[config.mk]
export PLATFORM = sky130hd
export DESIGN_NAME = w5300_cmd_sequencer
export DESIGN_NICKNAME = d
export VERILOG_FILES = /design/src/rtl/w5300_cmd_sequencer.sv
export SDC_FILE = /design/constraint.sdc
export NUM_CORES = 1
export LEC_CHECK = 0
export ABC_AREA = 1
export CAP_MARGIN = 5
export CORE_ASPECT_RATIO = 1.2
export CORE_MARGIN = 2
export CORE_UTILIZATION = 40
export CTS_CLUSTER_SIZE = 25
export DETAILED_ROUTE_END_ITERATION = 8
export GPL_TIMING_DRIVEN = 1
export SYNTH_ARGS = -nofsm -noshare
export SYNTH_HDL_FRONTEND = slang
export SYNTH_SLANG_ARGS = --single-unit
[constraint.sdc]
create_clock -name clk -period 3.7 [get_ports clk]
set_input_delay 0.555 -clock clk [delete_from_list [all_inputs] [get_ports clk]]
set_output_delay 0.555 -clock clk [all_outputs]
set_load 0.05 [all_outputs]
[src/rtl/w5300_cmd_sequencer.sv]
// Request queue and bus-cycle sequencer in front of the W5300 bus interface block.
// Keeps the interface busy with dummy reads when no host request is waiting.
module w5300_cmd_sequencer #(
    parameter int          FIFO_DEPTH = 4,
    parameter logic [9:0]  IDLE_ADDR  = 10'h000
) (
    input  logic        clk,
    input  logic        rst_n,
    input  logic        req_valid,
    output logic        req_ready,
    input  logic        req_wr,
    input  logic [9:0]  req_addr,
    input  logic [15:0] req_wdata,
    output logic        rsp_valid,
    output logic        rsp_wr,
    output logic [15:0] rsp_data,
    output logic [15:0] txn_cnt,
    output logic        init_done,
    output logic [10:0] ctrl_addr,
    output logic [15:0] ctrl_wr_data,
    input  logic [15:0] ctrl_rd_data,
    input  logic        ctrl_op_state
);

    localparam int   AW    = $clog2(FIFO_DEPTH);
    localparam int   EW    = 27;
    localparam logic OP_RD = 1'b0;
    localparam logic OP_WR = 1'b1;
    localparam logic [AW:0] PTR_ONE = {{AW{1'b0}}, 1'b1};

    logic [EW-1:0] fifo_mem [FIFO_DEPTH];
    logic [AW:0]   wr_ptr_reg, rd_ptr_reg;
    logic          full, empty, push, pop;
    logic [EW-1:0] head;

    logic          nxt_op, nxt_dummy;
    logic [9:0]    nxt_addr;
    logic [15:0]   nxt_wdata;

    logic          cur_op_reg, cur_dummy_reg, inflight_reg;
    logic [9:0]    cur_addr_reg;
    logic [15:0]   cur_wdata_reg;

    logic          rsp_valid_reg, rsp_wr_reg, init_done_reg;
    logic [15:0]   rsp_data_reg, txn_cnt_reg;

    assign full  = (wr_ptr_reg[AW] != rd_ptr_reg[AW]) &&
                   (wr_ptr_reg[AW-1:0] == rd_ptr_reg[AW-1:0]);
    assign empty = (wr_ptr_reg == rd_ptr_reg);
    assign push  = req_valid && !full;
    assign pop   = ctrl_op_state && !empty;
    assign head  = fifo_mem[rd_ptr_reg[AW-1:0]];

    // Queue storage carries no reset; validity is tracked by the pointers alone.
    always_ff @(posedge clk) begin
        if (push) begin
            fifo_mem[wr_ptr_reg[AW-1:0]] <= {req_wr, req_addr, req_wdata};
        end
    end

    always_comb begin
        nxt_op    = OP_RD;
        nxt_addr  = IDLE_ADDR;
        nxt_wdata = 16'h0000;
        nxt_dummy = 1'b1;
        if (!empty) begin
            nxt_op    = head[26];
            nxt_addr  = head[25:16];
            nxt_wdata = head[15:0];
            nxt_dummy = 1'b0;
        end
    end

    // During Idle the interface samples the upcoming cycle; afterwards hold the launched one.
    always_comb begin
        ctrl_addr    = {cur_op_reg, cur_addr_reg};
        ctrl_wr_data = cur_wdata_reg;
        if (ctrl_op_state) begin
            ctrl_addr    = {nxt_op, nxt_addr};
            ctrl_wr_data = nxt_wdata;
        end
    end

    always_ff @(posedge clk or negedge rst_n) begin
        if (!rst_n) begin
            wr_ptr_reg    <= '0;
            rd_ptr_reg    <= '0;
            cur_op_reg    <= OP_RD;
            cur_addr_reg  <= IDLE_ADDR;
            cur_wdata_reg <= 16'h0000;
            cur_dummy_reg <= 1'b1;
            inflight_reg  <= 1'b0;
            rsp_valid_reg <= 1'b0;
            rsp_wr_reg    <= 1'b0;
            rsp_data_reg  <= 16'h0000;
            txn_cnt_reg   <= 16'h0000;
            init_done_reg <= 1'b0;
        end else begin
            rsp_valid_reg <= 1'b0;
            if (push) begin
                wr_ptr_reg <= wr_ptr_reg + PTR_ONE;
            end
            if (pop) begin
                rd_ptr_reg <= rd_ptr_reg + PTR_ONE;
            end
            if (ctrl_op_state) begin
                init_done_reg <= 1'b1;
                cur_op_reg    <= nxt_op;
                cur_addr_reg  <= nxt_addr;
                cur_wdata_reg <= nxt_wdata;
                cur_dummy_reg <= nxt_dummy;
                inflight_reg  <= 1'b1;
                // The Idle edge also closes the previous bus cycle; report it unless it was filler.
                if (inflight_reg && !cur_dummy_reg) begin
                    rsp_valid_reg <= 1'b1;
                    rsp_wr_reg    <= (cur_op_reg == OP_WR);
                    rsp_data_reg  <= (cur_op_reg == OP_WR) ? 16'h0000 : ctrl_rd_data;
                    txn_cnt_reg   <= txn_cnt_reg + 16'h0001;
                end
            end
        end
    end

    assign req_ready = !full;
    assign rsp_valid = rsp_valid_reg;
    assign rsp_wr    = rsp_wr_reg;
    assign rsp_data  = rsp_data_reg;
    assign txn_cnt   = txn_cnt_reg;
    assign init_done = init_done_reg;

endmodule

* After elaboration in Yosys (flattened, before gate mapping) *
Memories as Yosys holds them, arrays and structs flattened.
Cells that the tools add are included.

storage, ports and cells
  memories = 1
  word-level logic and storage cells = 37
  memory bits (writable) = 108
  bits in registers = 69
  output and inout port bits = 63

cells by class
  muxes and demuxes = 11
  reduce and logical (&&, ||, !) cells = 8
  equal/unequal tests = 3
  $add $sub $neg = 3

memories
  name      words  bits a word  rd ports  clocked after Yosys merged registers in  wr ports  line  RTL
  fifo_mem  4      27           1         0                                        1         31    logic [EW-1:0] fifo_mem [FIFO_DEPTH];

operators with widths
  operator               number
  $mux 16                3
  $add 16x1->16 const B  1
  $mux 11                1
  $mux 10                1
  $add 3x1->3 const B    2
  $mux 1                 6
  $logic_and 1x1->1      4
  $eq 3x3->1             1
  $logic_not 1->1        3
  $eq 2x2->1             1
  $reduce_and 2->1       1
  $ne 1x1->1             1

* Depth between registers and ports, before layout *
Gate-level depths: netlist (run 1).

  depth after elaboration = 6
  mapped depth = 10
  gate-level depth less buffers = 8

* Least setup slack after synthesis (run 1) *
Ideal clock, no wire load.

  path type = register to register
  start point = register wr_ptr_reg[1]
  end point = memory fifo_mem[0][0], enable pin
  data required time = 3289 ps
  setup time = 411 ps
  path buffers = 0
  period minus slack after synthesis = 2854 ps
  setup slack = 846 ps
  stages on the path, launching flop included = 5
  arrival time = 2443 ps
  cells stage by stage = dfrtp_1 > xnor2_1 > nand3_1 > nand2_2 > nor2_1

between the ends
  cells in the longest elaborated chain, start to end = 6

ends and longest elaborated chain
  element                       line  RTL
  from (decl)                   32    logic [AW:0] wr_ptr_reg, rd_ptr_reg;
  from (signal assigned)        101   wr_ptr_reg <= wr_ptr_reg + PTR_ONE;
  $eq 2x2->1                    48    (wr_ptr_reg[AW-1:0] == rd_ptr_reg[AW-1:0]);
  $logic_and 1x1->1             47    assign full = (wr_ptr_reg[AW] != rd_ptr_reg[AW]) &&
  $logic_not 1->1               n/a
  net req_ready                 10    output logic req_ready,
  $logic_and 1x1->1             50    assign push = req_valid && !full;
  $mux 1                        56    if (push) begin
  $mux 1 (implied by the code)  57    fifo_mem[wr_ptr_reg[AW-1:0]] <= {req_wr, req_addr, req_wdata};
  to (decl)                     31

The timed path passes the listed nets, and every way through them passes these cells.

* Worst setup path in the final report (run 1) *
  start point = register rd_ptr_reg[0]
  end point = output port ctrl_addr[10]

between the ends
  cells in the longest elaborated chain, start to end = 3
  elaborated cells on any way between the ends = 4
  classes of those cells = eq/ne (1); mux (2); memory (1)

ends and longest elaborated chain
  element                                     line  RTL
  from (decl)                                 32
  from (signal assigned)                      104   rd_ptr_reg <= rd_ptr_reg + PTR_ONE;
  $mem_v2 4x27 or $eq 3x3->1 (tied branches)  n/a
  $mux 1 *                                    66    if (!empty) begin
  $mux 11 *                                   78    if (ctrl_op_state) begin
  to (decl)                                   19    output logic [10:0] ctrl_addr,

Every way passes the cells marked *; elsewhere a longest branch is shown, timed or not.

==> results of run 1 <==
==> where the power goes <==
part	switching (mW)	total (mW)	internal (mW)
Sequential	0.273	2.96	2.69
Clock	0.737	1.80	1.06
Combinational	2.62	4.19	1.57
==> area by class of cell <==
cell class | count | area share, %
Tap cell | 220 | 2.94
Timing Repair Buffer | 121 | 15.5
Clock inverter | 14 | 1.74
Multi-Input combinational cell | 373 | 21.1
Sequential cell | 177 | 53.1
Clock buffer | 18 | 4.59
Inverter | 25 | 1.00
==> placed cells by master, fill, tap and decap left out, types with 15 or more instances in the layout <==
| cell type | instances |
|---|---|
| sky130_fd_sc_hd__buf_12 | 27 |
| sky130_fd_sc_hd__nand3_1 | 65 |
| sky130_fd_sc_hd__edfxtp_1 | 108 |
| sky130_fd_sc_hd__clkbuf_16 | 17 |
| sky130_fd_sc_hd__dfrtp_1 | 67 |
| sky130_fd_sc_hd__o21ai_2 | 27 |
| sky130_fd_sc_hd__nand2_1 | 200 |
| sky130_fd_sc_hd__clkdlybuf4s50_1 | 81 |
| sky130_fd_sc_hd__nor2_1 | 15 |
| sky130_fd_sc_hd__inv_1 | 22 |
==> metrics by stage <==
stage	cells	cell area, µm²	worst slack, ns	total power, mW
6_report	948	9360	0.567	8.95
5_1_grt	948	9360	0.306	9.44
4_1_cts	948	9360	0.526	9.04
3_5_place_dp	916	8760	0.990	7.24
3_3_place_gp	916	8760	0.961	7.18
2_1_floorplan	601	7220	0.846	5.61
==> routing by layer <==
metal	vias up	global-route usage, %
met1	2276	20.9
met4	0	7.20
li1	2264	-
met5	-	0
met2	142	28.8
met3	26	4.03
==> cells by family after synthesis <==
logic type / Yosys count / share of synthesized area, %
adders and majority gates: 6 / 1.04
xor gates and xnor gates: 16 / 2.15
buffers and inverters: 51 / 4.23
DFF: 177 / 68.8
and+or+nand+nor: 303 / 18.0
AOI/OAI and AO/OA: 48 / 5.75
==> worst max-delay path: cells and delay by family, from the launching register on <==
family                 cells  cell delay, ns
DFF                        1            0.62
buffers and inverters      2            0.96
AOI/OAI and AO/OA          1            0.25
and+or+nand+nor            3            0.31
==> worst max-delay path by stage <==
stage,from,cells after the start,slack (ns),end
after floorplan,wr_ptr_reg[1]$_DFFE_PN0P_,4,0.85,fifo_mem[0][0]$_DFFE_PP_
after global placement,ctrl_op_state,4,0.96,rsp_data[12]$_DFFE_PN0P_
after detailed placement,ctrl_op_state,4,0.99,rsp_data[7]$_DFFE_PN0P_
after CTS,rd_ptr_reg[0]$_DFFE_PN0P_,6,0.53,ctrl_wr_data[9]
after global routing,rd_ptr_reg[0]$_DFFE_PN0P_,6,0.31,ctrl_addr[10]
final,rd_ptr_reg[0]$_DFFE_PN0P_,6,0.57,ctrl_addr[10]
==> results.md, run 1 <==
- The number of global-route vias before repair is 4913.
- The share of synthesized flip-flops with an asynchronous set or reset is 39.0%.
- Across the routed clock network, the largest skew measured is 0.00769 ns.
- The sequential cell area in the final layout is 4970 µm².
- The total die area is 19100 µm².
- The min-delay analysis places its worst path in the category input port to asynchronous set/reset pin.
- No sink is reached through more buffers than the 2 on the longest clock path.
- The combined area of all synthesized cells is 7220 µm².
- For the worst-skew pair, the clock arrives at the later sink with an insertion delay of 0.42 ns.
- The leakage power is 3.81 nW.
- The total congestion overflow after global routing is 0.
- Ranked by total cell area, the synthesized netlist is headed by sky130_fd_sc_hd__edfxtp_1 45%, sky130_fd_sc_hd__dfrtp_1 24%, sky130_fd_sc_hd__nand2_1 10%.
- From synthesis to final layout, the design area changed by 29.6%.
- Sequential cells were found to cover 68.8% of the synthesized design area.
- The share of the synthesized area in the top cell type is 44.9%.
- The routed layout has 4708 vias.
- The global-route wire length before repair is 25100 µm.
- Wire segments on met2 add up to 7550 µm in the final route.
- The worst register-to-register path begins at rd_ptr_reg[0]$_DFFE_PN0P_.
- The die span in x is 127 µm.
- For this run, the slowest stage of the critical path takes 0.78 ns.
- The synthesized design contains 108 enable-type register cells.
- For this design the ratio of total power to cell area is 956 nW/µm².
- The count of final max-slew check failures is 0.
- Global routing consumed, over all layers together, 17.0% of the routing resources.
- The setup path with the least slack is of type flop to output port.
- The accumulated negative setup slack is 0 ns.
- The worst pin sits at a relative slew slack of 35.8%.
- The largest fanout on the critical path is 55.
- In the final routed layout, each cell accounts on average for 16.0 µm.
- At the end of routability-driven placement, the weighted congestion stood at 0.748.
- The count of unresolved DRC violations after routing is 0.
- The core region area is 17600 µm².
- For this design, the slowest cell found on the critical path is sky130_fd_sc_hd__inv_2.
- The proportion of layout cells with a drive suffix above 1 is 18.0%.
- The data required time at the worst endpoint is 3.14 ns.
- Setup repair after global routing left no endpoint under its margin.
- At the pin with the least slew margin, the transition time is 0.961 ns.
- In this run, synthesis produced a sequential element count of 177.
- A synthesized cell averages 12.0 µm².
- The arrival time at the worst endpoint is 2.58 ns.
- VDD sags by at most 530 µV.
- Yosys instantiated no cell more often than sky130_fd_sc_hd__nand2_1.
- Traced cell by cell, the critical path runs through inv_2 > nand2_1 > nand3_1 > nand2_1 > o21ai_2 > buf_12.
- The highest layer used for signal routing is met4.
- The net count of the finished layout is 768.
- The total of warnings raised by yosys is 0.
- The number of fill cells is 1437.
- The initial core utilization is 41.1%.
- The final antenna-violating net count is 0.
- The number of cells on the worst reg-to-reg path is 5.
- The number of antenna violations at the first check in global routing is 0.
- The max-capacitance violation count is 0.
- Timing would allow up to 319 MHz.
- The number of H-tree branching levels is 4.
- The final hold violation count is 0.
- The quantity of gates resized following cts is 0.
- The largest total area in the synthesized netlist belongs to sky130_fd_sc_hd__edfxtp_1.
- The minimum period implied by the final worst setup slack is 3.13 ns.
- The final core utilization is 53.2%.
- The number of flip-flops under the largest register name is 108.
- Detailed routing placed a total of 801 µm of wire on met3.
- The cell count after synthesis came out at 601.
- The chip height is 151 µm.
- The multi-input combinational cell area is 1970 µm².
- The net count after synthesis is 654.
- The final antenna diode count is 0.
- Dividing the detail-routed via count by the number of cells gives 4.97.
- For this design, the sink count on the clock tree is 177.
- Buffers placed on the I/O ports in this run total 109.
- In the final routing, the length of wire on met1 measures 6460 µm.
- The iteration-0 DRC count of the detailed router is 200.
- The flow ran to the end, and the final reports show no timing, DRC or antenna violations.
- The worst reg2reg path endpoint is fifo_mem[0][24]$_DFFE_PP_.
- TritonCTS built the clock tree.
- The total iterations of the first detailed-routing run is 5.
- The number of different library cells used by synthesis comes to 31.
- The capturing element type of the critical path is an output port.
- In this design, the critical path's most frequently occurring cell is sky130_fd_sc_hd__nand2_1.
- The worst hold margin is 0.271 ns.
- The clock root buffer is sky130_fd_sc_hd__clkbuf_16.
- Of the available clock period, the critical path in the final layout requires 84.7%.
- Buffers added to address setup during post-CTS repair amount to 0.
- The detailed-placement wirelength estimate is 9450 µm.
- The number of endpoints failing setup at the final stage is 0.
- Setup slack on the worst reg-to-reg path comes out at 1.23 ns.
- The worst setup path is launched from a flop.
- The flip-flop cell with the highest count after synthesis is sky130_fd_sc_hd__edfxtp_1.
- After clock tree synthesis, the clock-pin slew on the worst setup and hold paths is 0.07 ns.
- The quantity of hold-fixing buffers added after cts is 0.
- The number of top-level pins is 110.
- The total CTS buffers is 17.
- The routed design has 15200 µm of wire.
- After floorplanning, the core was divided into 53 placement rows.
- The pin count of the biggest net entering global routing is 70.
- Counting instances in the post-synthesis netlist gives the leading cell types as 200 x sky130_fd_sc_hd__nand2_1, 108 x sky130_fd_sc_hd__edfxtp_1, 68 x sky130_fd_sc_hd__dfrtp_1.
Power figures use the tool's default switching activity.
==> run 2, diff against run 1 <==
clock period = 3.2 ns   (was 3.7 ns; I/O delays follow)
==> run 2 against run 1 <==
Net effect:
- power rose by 16%
- sequential power increased by 16%
- highest routed layer unchanged
- final area is 0.35% higher
- die area unchanged
- wire length rose by 0.36%
- largest cell class unchanged
- sequential share of layout area decreased by 0.18 points
- register-to-register slack worse by 0.28 ns
- core utilization grew 0.19 points
- final cell count grew 0.32%
- worst setup slack worse by 0.25 ns
- sequential cell count unchanged
==> results.md, run 2 (synthesized netlist as in run 1, its figures left out) <==
- The maximum vdd drop is 679 µV.
- The number of top-level pins is 110.
- The maximum clock skew at final layout is 0.0136 ns.
- The number of fill cells is 1482.
- Counting both buffers and inverters, the worst setup path holds a total of 3.
- No sink is reached through more buffers than the 2 on the longest clock path.
- For this design the ratio of total power to cell area is 1100 nW/µm².
- The tool flagged a number of max-cap violations equal to 0.
- The portion of the clock cycle consumed by the worst path in the final layout is 90.2%.
- In this run, the number of DRC markers left after iteration 0 of detailed routing was 266.
- The detailed-placement wirelength estimate is 9880 µm.
- The slack of the worst reg-to-reg path is 0.95 ns.
- The register with the most flip-flops in the layout has 108 of them.
- Of the cells placed in the final design, the portion with a size suffix greater than 1 is 18.3%.
- The path type of the worst min-delay path is input port to asynchronous set/reset pin.
- For the pin with the worst max-slew slack, the measured transition is 0.929 ns.
- Setup violations remaining at the end of the flow were counted as 0.
- The pin count of the biggest net entering global routing is 70.
- The number of cells on the worst reg-to-reg path is 5.
- The multi-input combinational cell area is 1970 µm².
- The reported net switching power is 4.21 mW.
- The run finished with clean final reports.
- In this run the tightest slew margin relative to its limit is 38.1%.
- The detail route stage leaves a number of antenna-violating nets equal to 0.
- The count of final max-slew check failures is 0.
- The setup path with the least slack is of type flop to output port.
- For this configuration, the core starts out at a cell density of 41.1%.
- The category of cells accounting for the largest share of critical-path delay is buffers and inverters.
- Dividing the detail-routed wire length by the instance count gives 16.0 µm.
- Global routing used 29.0% of the available met2 tracks.
- Leaving out fill and tap cells, the most frequent cells in the layout are 200 x sky130_fd_sc_hd__nand2_1, 108 x sky130_fd_sc_hd__edfxtp_1, 80 x sky130_fd_sc_hd__clkdlybuf4s50_1.
- The combined global-route utilization of all metal layers is 16.8%.
- The number of global-route vias before repair is 4699.
- The largest fanout on the critical path is 32.
- The number of vias after detailed routing is 4669.
- The quantity of gates resized following cts is 0.
- In this run the post-CTS setup repair buffer count came out at 0.
- The number of H-tree branching levels is 4.
- Timing would allow up to 347 MHz.
- The total iterations of the first detailed-routing run is 7.
- The number of antenna violations at the first check in global routing is 0.
- The worst register-to-register path ends at fifo_mem[0][13]$_DFFE_PP_.
- In the final layout, flip-flops and latches occupy 4970 µm².
- Clock latency on the worst-skew pair, taken at its later pin, is 0.42 ns.
- The total CTS buffers is 17.
- The leakage power is 3.82 nW.
- From left edge to right edge, the die measures 127 µm.
- The kind of start point of the critical path is a flop.
- After clock tree synthesis, the flow added hold-fix buffers numbering 0.
- The clock power share is 19.6%.
- Combinational logic burns 47.2% of the power.
- The launch point of the worst reg-to-reg path is rd_ptr_reg[1]$_DFFE_PN0P_.
- The floorplan step defined a die boundary enclosing 19100 µm².
- The sequential group share of total power is 33.2%.
- The minimum period implied by the final worst setup slack is 2.88 ns.
- Hold timing on the final database bottoms out at a slack of 0.195 ns.
- The tree is rooted in a sky130_fd_sc_hd__clkbuf_16.
- The number of rows in the core area is 53.
- The final antenna diode count is 0.
- The weighted congestion at the end of routability-driven global placement is 0.742.
- Setup repair after global routing left no endpoint under its margin.
- The signal on the critical path passes through inv_2 > buf_4 > nand2_1 > nand3_1 > nand2_1 > o21ai_2 > buf_12.
- The most numerous cell on the critical path is sky130_fd_sc_hd__nand2_1.
- The clock net sink count is 177.
- The area overhead of the layout relative to synthesis is 30.0%.
- The internal power of the cells totals 6.13 mW.
- The TritonCTS clock tree is yes.
- Data on the critical path is required at its endpoint by 2.72 ns.
- The detailed-route wire length is 15200 µm.
- In this run the tool buffered the top-level ports with 109 buffer cells.
- The met1 track demand over resource in global routing is 21.3%.
- The slowest stage cell on the critical path is sky130_fd_sc_hd__dfrtp_2.
- The global-route layer with the greatest usage is met2.
- The arrival time at the worst endpoint is 2.40 ns.
- The accumulated negative setup slack is 0 ns.
- The met3 layer usage reported by global route is 2.76%.
- The library cell used most frequently in the layout, excluding fill and tap cells, is sky130_fd_sc_hd__nand2_1.
- The largest single stage delay on the critical path is 0.56 ns.
- The chip height is 151 µm.
- The core region area is 17600 µm².
- The number of nets in the layout is 771.
- Of the total power, the share spent switching nets is 40.7%.
- Clock-pin slew was measured on the worst setup and hold paths at 0.06 ns.
- The routed via count divided by cell count is 4.91.
- The count of unresolved DRC violations after routing is 0.
- The total overflow left after global routing is 0.
- The final hold violation count is 0.
- The capturing element type of the critical path is an output port.
- The first global-routing pass estimated 24800 µm of wire.
[run 2: changes by cell type in the layout (fill, tap and decap cells not counted), sizes merged]
cell / change
clkbuf: +2
clkdlybuf4s50: -1
clkinvlp: -1
buf: +4
bufinv: -1
[run 2: how the worst max path moves through the flow]
stage	endpoint	depth (start not counted)	slack (ns)	start
final	ctrl_wr_data[11]	7	0.32	rd_ptr_reg[0]$_DFFE_PN0P_
after global routing	ctrl_wr_data[9]	7	0.13	rd_ptr_reg[0]$_DFFE_PN0P_
after CTS	ctrl_wr_data[11]	7	0.29	rd_ptr_reg[0]$_DFFE_PN0P_
after detailed placement	ctrl_wr_data[9]	5	0.69	ctrl_op_state
after global placement	ctrl_addr[0]	5	0.73	ctrl_op_state
after floorplan	fifo_mem[0][0]$_DFFE_PP_	4	0.35	wr_ptr_reg[1]$_DFFE_PN0P_
[run 2: metrics by stage]
step | utilization, % | instances | power [mW] | area [µm²] | setup slack, ns
final | 53.4 | 951 | 10.3 | 9390 | 0.315
after global routing | 53.4 | 951 | 10.9 | 9390 | 0.128
after CTS | 53.4 | 951 | 10.5 | 9390 | 0.291
after detailed placement | 50.1 | 919 | 8.42 | 8810 | 0.687
after global placement | 50.1 | 919 | 8.33 | 8810 | 0.725
after floorplan | - | 601 | 6.48 | 7220 | 0.346
[run 2: layer usage]
metal | vias up | part of all wire, %
met4 | 0 | 1.6
met3 | 16 | 4.0
met2 | 116 | 51
met5 | - | 0
li1 | 2263 | -
met1 | 2274 | 44
[run 2: layout make-up]
cell class / instances / area share (%)
clock inverter: 12 / 1.41
multi-input combinational: 373 / 21.0
timing repair buffer: 124 / 15.9
sequential: 177 / 53.0
tap: 220 / 2.93
clock buffer: 20 / 4.76
inverter: 25 / 0.999
[run 2: power by group through the flow]
| stage | clock (mW) | sequential, mW | combinational [mW] |
|---|---|---|---|
| after floorplan | 0 | 3.88 | 2.60 |
| after global placement | 0 | 3.45 | 4.88 |
| after detailed placement | 0 | 3.48 | 4.94 |
| after CTS | 2.07 | 3.43 | 4.96 |
| after global routing | 2.16 | 3.50 | 5.24 |
| final | 2.03 | 3.43 | 4.88 |
[run 2: worst reg2reg max path, stage by stage, from the launching register on]
cell and delay (ns):
sky130_fd_sc_hd__dfrtp_1 0.65, sky130_fd_sc_hd__xnor2_1 0.17, sky130_fd_sc_hd__nand3_1 0.22, sky130_fd_sc_hd__nand2_2 0.22, sky130_fd_sc_hd__nor2_4 0.46, sky130_fd_sc_hd__buf_12 0.23
==> run 3, diff against run 2 <==
REMOVE_ABC_BUFFERS = 1   (was unset)
==> run 3 against run 2 <==
Net effect:
- sequential share of layout area is 0.085 points higher
- clock power hardly changed
- power hardly changed
- first-iteration DRC count is 26% lower
==> results.md, run 3 (synthesized netlist as in run 1, its figures left out) <==
- The maximum number of buffers from clock root to sink is 2.
- In the finished design, the share of the clock period the worst path needs comes to 89.8%.
- The detailed-route wire length is 15100 µm.
- Once the floorplan was initialized, standard cells occupied 41.1% of the core.
- The final antenna-violating net count is 0.
- The category of cells accounting for the largest share of critical-path delay is buffers and inverters.
- The final cell count without fillers is 951.
- The max-capacitance violation count is 0.
- At the end of routability-driven placement, the weighted congestion stood at 0.763.
- The arrival time at the worst endpoint is 2.39 ns.
- The core region area is 17600 µm².
- The most numerous cell on the critical path is sky130_fd_sc_hd__nand2_1.
- Along the worst path, the maximum fanout reaches 30.
- In this run the horizontal extent of the chip is 127 µm.
- The total die area is 19100 µm².
- The slowest stage of the critical path is the sky130_fd_sc_hd__dfrtp_2 cell.
- CTS saw 177 sinks.
- The minimum period implied by the final worst setup slack is 2.87 ns.
- The accumulated negative setup slack is 0 ns.
- The worst hold path belongs to the class input port to asynchronous set/reset pin.
- The sequential group share of total power is 33.0%.
- The delay contributed by the slowest stage of the critical path is 0.58 ns.
- The TritonCTS clock tree is yes.
- For this run, design rule violations remaining after detail routing come to 0.
- In the layout the commonest cells are 200 x sky130_fd_sc_hd__nand2_1, 108 x sky130_fd_sc_hd__edfxtp_1, 80 x sky130_fd_sc_hd__clkdlybuf4s50_1.
- The library cell used most frequently in the layout, excluding fill and tap cells, is sky130_fd_sc_hd__nand2_1.
- The register with the most flip-flops in the layout has 108 of them.
- In the final design database the tool counted 771 nets.
- The clock root buffer is sky130_fd_sc_hd__clkbuf_16.
- The internal power is 6.14 mW.
- The flow ran to the end, and the final reports show no timing, DRC or antenna violations.
- The leakage power is 3.81 nW.
- In this run the cell area measured after placement is 8800 µm².
- The routed layout has 4697 vias.
- The final antenna diode count is 0.
- Based on the critical path, the design can be clocked at up to 348 MHz.
- The first global-routing pass estimated 24200 µm of wire.
- The number of endpoints failing setup at the final stage is 0.
- The quantity of hold-fixing buffers added after cts is 0.
- Across every metal layer, demand over resource in global routing totals 16.5%.
- The number of buffer and inverter stages on the critical path is 3.
- The worst setup path is captured at an output port.
- The H-tree generated during clock tree synthesis spans 4 levels.
- The worst-case IR drop observed on VDD is 771 µV.
- Setup repair after global routing left no endpoint under its margin.
- The total congestion overflow after global routing is 0.
- The data required time at the worst endpoint is 2.72 ns.
- The number of global-route vias before repair is 4762.
- The maximum clock skew at final layout is 0.00899 ns.
- After detailed placement, the design holds a cell count of 919.
- Measured along the y axis, the die boundary spans 151 µm.
- Traced cell by cell, the critical path runs through inv_2 > buf_4 > nand2_1 > nand3_1 > nand2_1 > o21ai_2 > buf_12.
- The portion of total power attributed to combinational logic is 47.4%.
- Counting the fill cells in the layout gives 1430.
- The proportion of layout cells with a drive suffix above 1 is 17.9%.
- Clock tree synthesis inserted a total of 17 buffers.
- The count of buffers added on input and output ports is 109.
- The count of final max-slew check failures is 0.
- The number of rows in the core area is 53.
- The total power divided by cell area is 1100 nW/µm².
- The number of top-level pins is 110.
- For this run, the detailed router's first-pass iteration total came to 4.
- The quantity of gates resized following cts is 0.
- The iteration-0 DRC count of the detailed router is 198.
- The CTS clock-pin slew for the worst setup and hold paths is 0.06 ns.
- Entering global routing, the biggest net connects 70 pins.
- The reported net switching power is 4.20 mW.
- The final design area excluding fillers is 9370 µm².
- The clock reaches the later pin of the worst-skew pair after 0.43 ns.
- The final hold violation count was 0.
- Measured against its own limit, the worst slew margin works out to 39.6%.
- The share of total power consumed by net switching is 40.6%.
- The routed wire length per instance is 15.9 µm.
- The post-CTS setup repair buffer count is 0.
- The number of antenna violations at the first check in global routing came to 0.
- The clock network burns 19.6% of the power.
- The detailed-placement wirelength estimate is 9650 µm.
- After detailed routing, the number of vias per cell comes to 4.94.
- STA classifies the critical path startpoint as a flop.
- Compared with the post-synthesis result, the final layout area differs by 29.8%.
- The class of the most critical setup path is flop to output port.
- At the pin with the least slew margin, the transition time is 0.907 ns.
==> run 3: changes by cell type in the layout (fill, tap and decap cells not counted), sizes merged <==
cell / previous run / this run
clkbuf: 20 / 24
clkinv: 8 / 5
inv: 25 / 24
==> run 3: final cells by class <==
cell class	count	area, µm²	share of cell area [%]
inverter	25	93.8	1.00
sequential	177	4970	53.0
timing repair buffer	124	1480	15.8
clock buffer	24	472	5.03
clock inverter	8	105	1.12
tap	220	275	2.94
multi-input combinational	373	1970	21.1
==> run 3: path summary, 6_finish.rpt <==
kind / startpoint / end / slack (ns) / cells after the start
max: rd_ptr_reg[0]$_DFFE_PN0P_ / ctrl_addr[6] / 0.33 / 7
min: rst_n / txn_cnt[11]$_DFFE_PN0P_ / 0.18 / 1
max reg2reg: rd_ptr_reg[0]$_DFFE_PN0P_ / fifo_mem[1][14]$_DFFE_PP_ / 0.97 / 5
min in group clk: txn_cnt[14]$_DFFE_PN0P_ / txn_cnt[14]$_DFFE_PN0P_ / 0.50 / 1
max in group asynchronous: rst_n / rd_ptr_reg[0]$_DFFE_PN0P_ / 2.38 / 1
min reg2reg: txn_cnt[14]$_DFFE_PN0P_ / txn_cnt[14]$_DFFE_PN0P_ / 0.50 / 1
==> run 3: power by group through the flow <==
stage               Clock [mW]  Sequential (mW)  Combinational, mW
floorplan                    0             3.97               2.31
global placement             0             3.43               4.91
detailed placement           0             3.46               4.95
CTS                       2.06             3.41               4.96
global route              2.15             3.48               5.24
finish                    2.02             3.41               4.91
==> run 3: stage by stage <==
stage                     hold slack, ns  power (mW)  setup WS [ns]  util, %
after floorplan                    0.184        6.28         -0.393        -
after global placement             0.483        8.34          0.755     50.1
final                              0.177        10.3          0.328     53.3
after CTS                          0.223        10.4          0.282     53.3
after global routing               0.262        10.9          0.137     53.3
after detailed placement           0.491        8.40          0.743     50.1
==> run 3: per-layer routing <==
metal | global-route usage [%] | vias up | share of wire (%)
met5 | 0 | - | 0
met4 | 6.59 | 0 | 2.5
met3 | 5.37 | 39 | 7.0
met2 | 27.2 | 170 | 48
met1 | 20.2 | 2227 | 42
li1 | - | 2261 | -
==> patch (config.mk and constraints of run 2) <==
`FIFO_DEPTH`: 4 -> 8.
--- a/src/rtl/w5300_cmd_sequencer.sv
+++ b/src/rtl/w5300_cmd_sequencer.sv
@@ -1,7 +1,7 @@
 // Request queue and bus-cycle sequencer in front of the W5300 bus interface block.
 // Keeps the interface busy with dummy reads when no host request is waiting.
 module w5300_cmd_sequencer #(
-    parameter int          FIFO_DEPTH = 4,
+    parameter int          FIFO_DEPTH = 8,
     parameter logic [9:0]  IDLE_ADDR  = 10'h000
 ) (
     input  logic        clk,
Behaviour: not the same (a bounded check fails within 10 cycles, from zero or initial values and one cycle with rst_n low).
==> patch against run 2 <==
Sequential share of layout area grew 2.2 points. Area after synthesis is 67% higher. Cell area is 60% higher. Routed wire length increased by 85%. Setup slack lost 0.17 ns. Largest cell class unchanged. Clock skew rose by 0.0070 ns. Maximum frequency shrank 5.6%. Register-to-register slack worse by 0.12 ns. Highest routed layer unchanged. Global-route usage increased by 0.82 points. Power increased by 42%. Final cell count up 81%. Sequential cell count up 110. Non-clock buffer count rose by 15.
==> patch: results (changes against run 2) <==
• **number of enable flip-flop cells after synthesis** 216, +100%
• **final net count** 1,362, +77%
• **layout cell share with drive strength beyond 1** 0.09595, -0.08736
• **routed vias/inst** 4.789, -2.5%
• **cell types with the highest counts after synthesis** sky130_fd_sc_hd__nand2_1 (662), sky130_fd_sc_hd__edfxtp_1 (216), sky130_fd_sc_hd__inv_1 (71), sky130_fd_sc_hd__dfrtp_1 (70), sky130_fd_sc_hd__nand3_1 (41)
• **run status** complete, no violations
• **Syn Nets** 1,244, +90%
• **number of buffers added by the clock tree synthesis step** 29, +12
• **detailed-routing iteration count for the pre-antenna-repair pass** 6, -1
• **Seq/Total Area, Yosys** 0.6855, -0.002992
• **largest net degree at the start of global routing** 113, +61%
• **placed wire-length estimate after detailed placement** 15,820 µm, +60%
• **Post-Route Skew** 0.02056 ns, +0.006966 ns
• **normalized max-slew margin** 0.3289, -0.05183
• **critical-path cell with the highest stage delay** sky130_fd_sc_hd__dfrtp_4
• **clock latency at the later pin of the worst-skew pair** 0.54 ns, +0.12 ns
• **FFs w/ async S/R, synth** 0.2474, -0.1424
• **max FFs per register** 216, +100%
• **final hold slack** 0.1212 ns, -0.07399 ns
• **flop-to-flop setup slack** 0.83 ns, -0.12 ns
• **DRT met1 WL** 12,200 µm, +83%
• **number of levels the H-tree was split into** 1, -3
• **first-pass GRT wire length** 43,440 µm, +75%
• **met3 wire length** 1565 µm, +160%
• **leakage** 6.590 nW, +72%
• **post-placement setup slack** 0.5590 ns, -0.1284 ns
• **Clock Path Buffers** 3, +1
• **maximum single-stage delay on the critical path** 0.52 ns, -0.04 ns
• **critical path peak fanout** 48, +50%
• **highest ir drop seen on vdd** 0.6488 mV, -4.5%
• **Fmax achieved** 327.3 MHz, -5.6%
• **Worst EP arrival** 2.58 ns, +0.18 ns
• **distinct cell type count of the synthesized netlist** 28, -9.7%
• **vias in the first global route** 7,941, +69%
• **number of DRC markers after the initial detailed-route iteration** 637, +140%
• **final weighted congestion of routability-driven global placement** 0.7464, +0.66%
==> patch: path summary, 6_finish.rpt <==
| path | start | end | depth (start not counted) |
|---|---|---|---|
| min | rst_n | cur_wdata_reg[1]$_DFF_PN0_ | 1 |
| max | rd_ptr_reg[0]$_DFFE_PN0P_ | ctrl_addr[5] | 11 |
| min in group clk | init_done$_DFFE_PN0P_ | init_done$_DFFE_PN0P_ | 1 |
| max reg2reg | rd_ptr_reg[0]$_DFFE_PN0P_ | fifo_mem[4][4]$_DFFE_PP_ | 7 |
| min reg2reg | init_done$_DFFE_PN0P_ | init_done$_DFFE_PN0P_ | 1 |
| max in group asynchronous | rst_n | rd_ptr_reg[0]$_DFFE_PN0P_ | 1 |
==> patch: cell type report <==
| type | count | area [µm²] |
|---|---|---|
| Fill cell | 2581 | 14630 |
| Sequential cell | 287 | 8269 |
| Multi-Input combinational cell | 779 | 3293 |
| Timing Repair Buffer | 139 | 1712 |
| Clock buffer | 49 | 885.9 |
| Tap cell | 390 | 488.0 |
| Inverter | 76 | 285.3 |
| Clock inverter | 4 | 45.04 |
| Antenna cell | 1 | 2.502 |
==> patch: cell families (layout without fill, tap and decap cells) <==
family                   count (synthesis)  in the layout  synth area share
XOR/XNOR                                13             13          0.009444
other                                    0              1                 0
buffers and inverters                  128            268           0.04639
adder cells (fa/ha/maj)                  3              3          0.003114
AND/OR/NAND/NOR                        745            745            0.2432
flip-flops                             287            287            0.6855
AO/OA/AOI/OAI                           18             18           0.01245
==> patch: per-layer routing <==
metal / vias up / global-route usage
met5: - / 0
met4: 0 / 0.05375
met3: 39 / 0.02503
met1: 3922 / 0.2266
li1: 4053 / -
met2: 247 / 0.3069
==> patch: report_power, final <==
group | switching (mW) | leakage [nW] | total [mW] | internal (mW)
sequential | 0.352 | 2.86 | 5.12 | 4.77
combinational | 4.10 | 3.27 | 6.33 | 2.23
clock | 1.33 | 0.457 | 3.28 | 1.95
total | 5.78 | 6.59 | 14.7 | 8.94
==> patch: what timing repair did <==
action / 4_1_cts / 5_1_grt
gates resized for setup: 0 / 1
setup buffers: 0 / 3
setup endpoints to repair: 0 / 23
==> patch: critical path, delay by kind of cell, from the launching register on <==
kind / cells / cell delay [ns]
buf+inv: 3 / 0.78
flops: 1 / 0.52
simple gates: 8 / 0.73
==> patch: metrics by stage <==
stage | instance area [µm²] | power [mW] | instances | utilization
after floorplan | 12060 | 8.973 | 1194 | -
after global placement | 13950 | 11.38 | 1666 | 0.4712
after detailed placement | 13950 | 11.41 | 1666 | 0.4712
after CTS | 14890 | 14.71 | 1719 | 0.5027
after global routing | 14980 | 15.61 | 1725 | 0.5059
final | 14980 | 14.73 | 1725 | 0.5059
